===== src/rtl/sha1_pkg.sv =====
// Shared definitions for the SHA-1 message padder: FSM state encoding,
// block geometry constants, the padding marker word and a byte-count clamp.
// No ports; imported by sha1_byte_pad and sha1_msg_padder.
package sha1_pkg;

  typedef enum logic [2:0] {
    DATA  = 3'd0,
    PAD1  = 3'd1,
    ZERO  = 3'd2,
    LENHI = 3'd3,
    LENLO = 3'd4
  } state_t;

  localparam int          WORDS_PER_BLK = 16;
  localparam logic [3:0]  LEN_IDX_HI    = 4'd14;
  localparam logic [3:0]  LAST_IDX      = 4'(WORDS_PER_BLK - 1);
  localparam logic [31:0] PAD_WORD      = 32'h8000_0000;

  // Byte counts 5..7 cannot occur in a 32-bit word; they are read as a full word.
  function automatic logic [2:0] clamp_nbytes(input logic [2:0] n);
    return (n > 3'd4) ? 3'd4 : n;
  endfunction

endpackage


===== src/rtl/sha1_byte_pad.sv =====
// Combinational last-word masker: keeps the valid leading bytes of a
// big-endian word, inserts 0x80 after them and zeroes the rest.
// Ports: in_data (message word), in_nbytes (valid bytes 0..7) -> pad_data.
module sha1_byte_pad
  import sha1_pkg::*;
(
  input  logic [31:0] in_data,
  input  logic [2:0]  in_nbytes,
  output logic [31:0] pad_data
);

  logic [2:0] nb;

  assign nb = clamp_nbytes(in_nbytes);

  always_comb begin
    pad_data = in_data;
    case (nb)
      3'd0:    pad_data = PAD_WORD;
      3'd1:    pad_data = {in_data[31:24], 8'h80, 16'h0000};
      3'd2:    pad_data = {in_data[31:16], 8'h80, 8'h00};
      3'd3:    pad_data = {in_data[31:8], 8'h80};
      default: pad_data = in_data;  // full word: 0x80 goes in the next word
    endcase
  end

endmodule


===== src/rtl/sha1_msg_padder.sv =====
// SHA-1 message padder: turns a byte-aligned word stream into the padded
// stream (message, 0x80, zeros, 64-bit bit length) pushed into a FIFO.
// Ports: clk/rstn; in_valid/in_ready/in_data/in_last/in_nbytes upstream;
//        fifo_full in; push/dout/blk_end/msg_end out (all combinational).
module sha1_msg_padder
  import sha1_pkg::*;
#(
  parameter int DATA_WIDTH = 32,
  parameter int LEN_W      = 64
) (
  input  logic                  clk,
  input  logic                  rstn,
  input  logic                  in_valid,
  output logic                  in_ready,
  input  logic [DATA_WIDTH-1:0] in_data,
  input  logic                  in_last,
  input  logic [2:0]            in_nbytes,
  input  logic                  fifo_full,
  output logic                  push,
  output logic [DATA_WIDTH-1:0] dout,
  output logic                  blk_end,
  output logic                  msg_end
);

  state_t            state, state_nxt;
  logic [3:0]        widx;
  logic [LEN_W-1:0]  bitlen;
  logic [63:0]       len64;
  logic [31:0]       last_word;
  logic [2:0]        nb_eff;
  logic [5:0]        add_bits;
  logic              accept;

  sha1_byte_pad u_byte_pad (
    .in_data   (in_data),
    .in_nbytes (in_nbytes),
    .pad_data  (last_word)
  );

  // Length field is always 64 bits; counter bits beyond LEN_W read as zero.
  always_comb begin
    len64               = '0;
    len64[LEN_W-1:0]    = bitlen;
  end

  assign nb_eff   = clamp_nbytes(in_nbytes);
  assign add_bits = in_last ? {nb_eff, 3'b000} : 6'd32;
  assign accept   = in_valid & in_ready;
  assign blk_end  = push & (widx == LAST_IDX);

  // State register
  always_ff @(posedge clk or negedge rstn) begin
    if (!rstn) state <= DATA;
    else       state <= state_nxt;
  end

  // Next-state logic: every emitting state only advances on a real push
  always_comb begin
    state_nxt = state;
    case (state)
      DATA: begin
        if (in_valid && !fifo_full && in_last)
          state_nxt = (nb_eff == 3'd4) ? PAD1 : ZERO;
      end
      PAD1:  if (!fifo_full) state_nxt = ZERO;
      // Reaching index 14 needs no push, so it does not wait on fifo_full.
      ZERO:  if (widx == LEN_IDX_HI) state_nxt = LENHI;
      LENHI: if (!fifo_full) state_nxt = LENLO;
      LENLO: if (!fifo_full) state_nxt = DATA;
      default: state_nxt = DATA;
    endcase
  end

  // Output logic
  always_comb begin
    in_ready = 1'b0;
    push     = 1'b0;
    dout     = '0;
    msg_end  = 1'b0;
    case (state)
      DATA: begin
        in_ready = !fifo_full;
        push     = in_valid & !fifo_full;
        dout     = in_last ? last_word : in_data;
      end
      PAD1: begin
        push = !fifo_full;
        dout = PAD_WORD;
      end
      ZERO: begin
        push = !fifo_full && (widx != LEN_IDX_HI);
      end
      LENHI: begin
        push = !fifo_full;
        dout = len64[63:32];
      end
      LENLO: begin
        push    = !fifo_full;
        dout    = len64[31:0];
        msg_end = !fifo_full;
      end
      default: begin
        push = 1'b0;
      end
    endcase
  end

  // Word index within the current 512-bit block
  always_ff @(posedge clk or negedge rstn) begin
    if (!rstn)     widx <= 4'd0;
    else if (push) widx <= widx + 4'd1;
  end

  // Message bit length; cleared once the low length word has gone out
  always_ff @(posedge clk or negedge rstn) begin
    if (!rstn)
      bitlen <= '0;
    else if (state == LENLO && push)
      bitlen <= '0;
    else if (accept)
      bitlen <= bitlen + LEN_W'(add_bits);
  end

endmodule


===== config.mk =====
export PLATFORM = sky130hd
export DESIGN_NAME = sha1_msg_padder
export DESIGN_NICKNAME = d
export VERILOG_FILES = /design/src/rtl/sha1_pkg.sv /design/src/rtl/sha1_byte_pad.sv /design/src/rtl/sha1_msg_padder.sv
export SDC_FILE = /design/constraint.sdc
export NUM_CORES = 1
export LEC_CHECK = 0
export CORE_MARGIN = 3
export CORE_UTILIZATION = 47
export CTS_CLUSTER_SIZE = 25
export DETAILED_ROUTE_END_ITERATION = 8
export PLACE_DENSITY_LB_ADDON = 0.2
export SYNTH_ARGS = -nofsm -noshare
export SYNTH_HDL_FRONTEND = slang
export SYNTH_SLANG_ARGS = --single-unit

===== constraint.sdc =====
create_clock -name clk -period 2.1 [get_ports clk]
set_input_delay 0.21 -clock clk [delete_from_list [all_inputs] [get_ports clk]]
set_output_delay 0.21 -clock clk [all_outputs]
set_load 0.03 [all_outputs]

==> results.sh <==
export IMPL_outcome="complete, but fails checks"
export IMPL_failed_checks="design-rule violations, negative setup slack"
export IMPL_htreeDepth=3
export IMPL_seq_area_frac_synth_pct=39.20
export IMPL_detail_route_wl_per_cell_um=25.50
export IMPL_setup_repair_after_global_routing_missed_its_margin="yes"
export IMPL_postSynthNetCount=553
export IMPL_drt_vias_per_instance=7.044
export IMPL_max_slew_worst_pin_slew_ns=0.6819
export IMPL_detail_placement_hpwl_um=11040
export IMPL_commonest_non_fill_non_tap_cell_in_the_layout="sky130_fd_sc_hd__buf_4"
export IMPL_max_cap_violations=0
export IMPL_clk_insertion_delay_late_ns=0.37
export IMPL_post_synth_inst_count=507
export IMPL_ys_dominant_reg_cell="sky130_fd_sc_hd__dfrtp_1"
export IMPL_post_route_skew_ns=0.01769
export IMPL_number_of_drc_markers_after_the_initial_detailed_route_iteration=1079
export IMPL_most_common_layout_cells="114 x sky130_fd_sc_hd__buf_4, 65 x sky130_fd_sc_hd__dfrtp_1, 51 x sky130_fd_sc_hd__buf_6"
export IMPL_hp_class="in -> reg"
export IMPL_placeableCoreArea_mm2=0.008848
export IMPL_io_pin_count=76
export IMPL_powerDensity_mw_per_mm2=886.5
export IMPL_port_buffers=75
export IMPL_setup_viol=75
export IMPL_grt_pass1_wl_um=29890
export IMPL_timing_slew_headroom_pct=54.54
export IMPL_worstSetupPathType="reg -> reg"
export IMPL_worstPathArrival_ns=2.71
export IMPL_critical_path_endpoint_type="flop"
export IMPL_antenna_found_initial=1
export IMPL_synth_edff_count=0
export IMPL_grt_remaining_overflow=0
export IMPL_drtAntennaViolNets=0
export IMPL_drive_gt1_share_pct=39.64
export IMPL_cellLeakagePower_nw=3.179
export IMPL_worst_path_max_fanout=4
export IMPL_yosys_register_bits=68
export IMPL_drt_first_pass_iters=9
export IMPL_fin_ws_ns=-0.3726
export IMPL_clock_path_buffers=2
export IMPL_slew_violations=0
export IMPL_n_antenna_cell=0
export IMPL_critPathRequiredTime_ns=2.33
export IMPL_finalHoldViolCount=0
export IMPL_first_global_vias=5633
export IMPL_place_congestion=0.9842
export IMPL_yosysUniqueCellTypes=50
export IMPL_synthArstFlopShare_pct=100.0
export IMPL_cts_sinks=68
export IMPL_grt_total_usage_pct=37.51
export IMPL_final_min_period_over_clock_period_pct=117.7
export IMPL_fmaxAchievable_ghz=0.4044
export IMPL_number_of_buffers_created_by_cts=9
export IMPL_drc=4
export IMPL_clkSlewWorstSetupHoldPaths_ns=0.09
export IMPL_drt_wl_total_um=21210
export IMPL_die_boundary_height_um=102.1
export IMPL_multiInputGateArea_mm2=0.002851
export IMPL_synth_warning_count=0
export IMPL_fp_row_count=34
export IMPL_irDropWorstVdd_mv=0.5720
export IMPL_post_route_min_period_ns=2.473
export IMPL_synth_top_cells_by_area="sky130_fd_sc_hd__dfrtp_1 39%, sky130_fd_sc_hd__a222oi_1 5.8%, sky130_fd_sc_hd__nand4_1 5.2%, sky130_fd_sc_hd__nor2_1 4.5%, sky130_fd_sc_hd__a21oi_1 4.4%"
export IMPL_fillerInstances=463
export IMPL_syn_area_mm2=0.004340
export IMPL_cts_root_buffer="sky130_fd_sc_hd__clkbuf_8"
export IMPL_initial_utilization_pct=49.05
export IMPL_final_seq_area_mm2=0.001705
export IMPL_tns_ns=-11.72
export IMPL_netlist_top_cell_by_area="sky130_fd_sc_hd__dfrtp_1"
export IMPL_finalNetCount=765
export IMPL_fin_hold_ws_ns=0.3653
export IMPL_vias=5861
export IMPL_synth_top_cell_area_share_pct=39.20
export IMPL_syn_mean_instance_area_um2=8.561
export IMPL_fp_dieW_um=102.1
export IMPL_fp_dieArea_mm2=0.01042
export IMPL_cts_tree="yes"
export IMPL_area_growth_syn_to_layout_pct=66.73
export IMPL_element_type_at_the_critical_path_start="flop"
export IMPL_grt_max_degree=69
worst paths after layout:
kind,start,endpoint,slack (ns),cells past startpoint
worst max-delay path,state[0],bitlen[55],-0.37,9
worst min-delay path,in_nbytes[2],state[1],0.37,5
worst max register to register,state[0],bitlen[55],-0.37,9
worst min register to register,bitlen[3],bitlen[3],0.57,1
max in group asynchronous,rstn,bitlen[43],1.37,3
min in group asynchronous,rstn,bitlen[6],0.38,3
cell families after synthesis:
family | after synthesis | share of synthesized area (%)
and+or+nand+nor | 223 | 27.90
AOI/OAI and AO/OA | 127 | 20.50
DFF | 68 | 39.20
buffers and inverters | 58 | 5.448
xor gates and xnor gates | 25 | 5.045
adders and majority gates | 6 | 1.903
synthesized netlist by cell type, types with 2 or more instances:
cell type,count
sky130_fd_sc_hd__o31ai_1,19
sky130_fd_sc_hd__a22o_1,5
sky130_fd_sc_hd__buf_6,2
sky130_fd_sc_hd__nand2_1,36
sky130_fd_sc_hd__nor4_1,2
sky130_fd_sc_hd__buf_2,3
sky130_fd_sc_hd__nor2b_1,2
sky130_fd_sc_hd__xnor2_1,10
sky130_fd_sc_hd__inv_1,37
sky130_fd_sc_hd__o211ai_1,2
sky130_fd_sc_hd__nand3_2,2
sky130_fd_sc_hd__nand3_1,23
sky130_fd_sc_hd__a21o_1,2
sky130_fd_sc_hd__nor3b_1,2
sky130_fd_sc_hd__and2_1,5
sky130_fd_sc_hd__or3_1,14
sky130_fd_sc_hd__o21a_1,4
sky130_fd_sc_hd__dfrtp_1,68
sky130_fd_sc_hd__nand4_1,36
sky130_fd_sc_hd__a22oi_1,3
sky130_fd_sc_hd__and3_1,4
sky130_fd_sc_hd__a21oi_1,38
sky130_fd_sc_hd__or4_1,21
sky130_fd_sc_hd__o21ai_0,20
sky130_fd_sc_hd__and4_1,2
sky130_fd_sc_hd__a222oi_1,25
sky130_fd_sc_hd__nor3_1,14
sky130_fd_sc_hd__clkbuf_1,14
sky130_fd_sc_hd__a211oi_1,2
sky130_fd_sc_hd__xor2_1,15
sky130_fd_sc_hd__ha_1,5
sky130_fd_sc_hd__nor2_1,52
power breakdown:
part	total, W	internal, W	switching, W
Clock	0.00117	0.000579	0.000589
Sequential	0.00164	0.00146	0.000188
Combinational	0.00360	0.00170	0.00191
Total	0.00642	0.00373	0.00268
registers in the layout, indices dropped and copies added (netlist names):
name,count
bitlen,61
widx,4
state,3
routing by layer:
layer,part of all wire [%],vias to the layer above,global-route usage [%]
met1,35,2732,46.77
met4,7.6,0,19.98
met2,45,568,59.47
met5,0,-,0
met3,13,198,10.10
li1,-,2363,-
final cells by class:
class | count | area share [%]
tap | 108 | 1.867
multi-input combinational | 381 | 39.40
timing repair buffer | 221 | 30.31
sequential | 68 | 23.57
clock inverter | 6 | 0.8817
inverter | 38 | 2.075
clock buffer | 10 | 1.902
per-stage QoR:
| stage | instances | utilization (%) | power [W] | setup slack, ns | cell area, um2 |
|---|---|---|---|---|---|
| after floorplan | 507 | - | 0.002990 | -0.05280 | 4410 |
| after global routing | 832 | 81.79 | 0.006610 | -0.4373 | 7237 |
| after global placement | 777 | 67.31 | 0.004041 | -0.4757 | 5956 |
| after detailed placement | 777 | 67.31 | 0.004098 | -0.6118 | 5956 |
| after CTS | 817 | 77.79 | 0.005860 | -0.1770 | 6883 |
| final | 832 | 81.79 | 0.006416 | -0.3726 | 7237 |
what timing repair did:
item	4_1_cts	5_1_grt
cloned	7	1
buffers inserted	16	15
setup endpoints to repair	86	84
pin swaps	26	32
hold buffers	1	0
resized for setup	112	76
hold endpoints to repair	68	0
critical path, cell delays in order (launching register included):
cell	delay, ns
sky130_fd_sc_hd__dfrtp_1	0.42
sky130_fd_sc_hd__buf_4	0.15
sky130_fd_sc_hd__or4_4	0.46
sky130_fd_sc_hd__buf_12	0.16
sky130_fd_sc_hd__inv_8	0.05
sky130_fd_sc_hd__a21o_4	0.13
sky130_fd_sc_hd__nand4_1	0.24
sky130_fd_sc_hd__buf_4	0.25
sky130_fd_sc_hd__o31ai_1	0.33
sky130_fd_sc_hd__a21oi_1	0.15
Power figures use the tool's default switching activity.
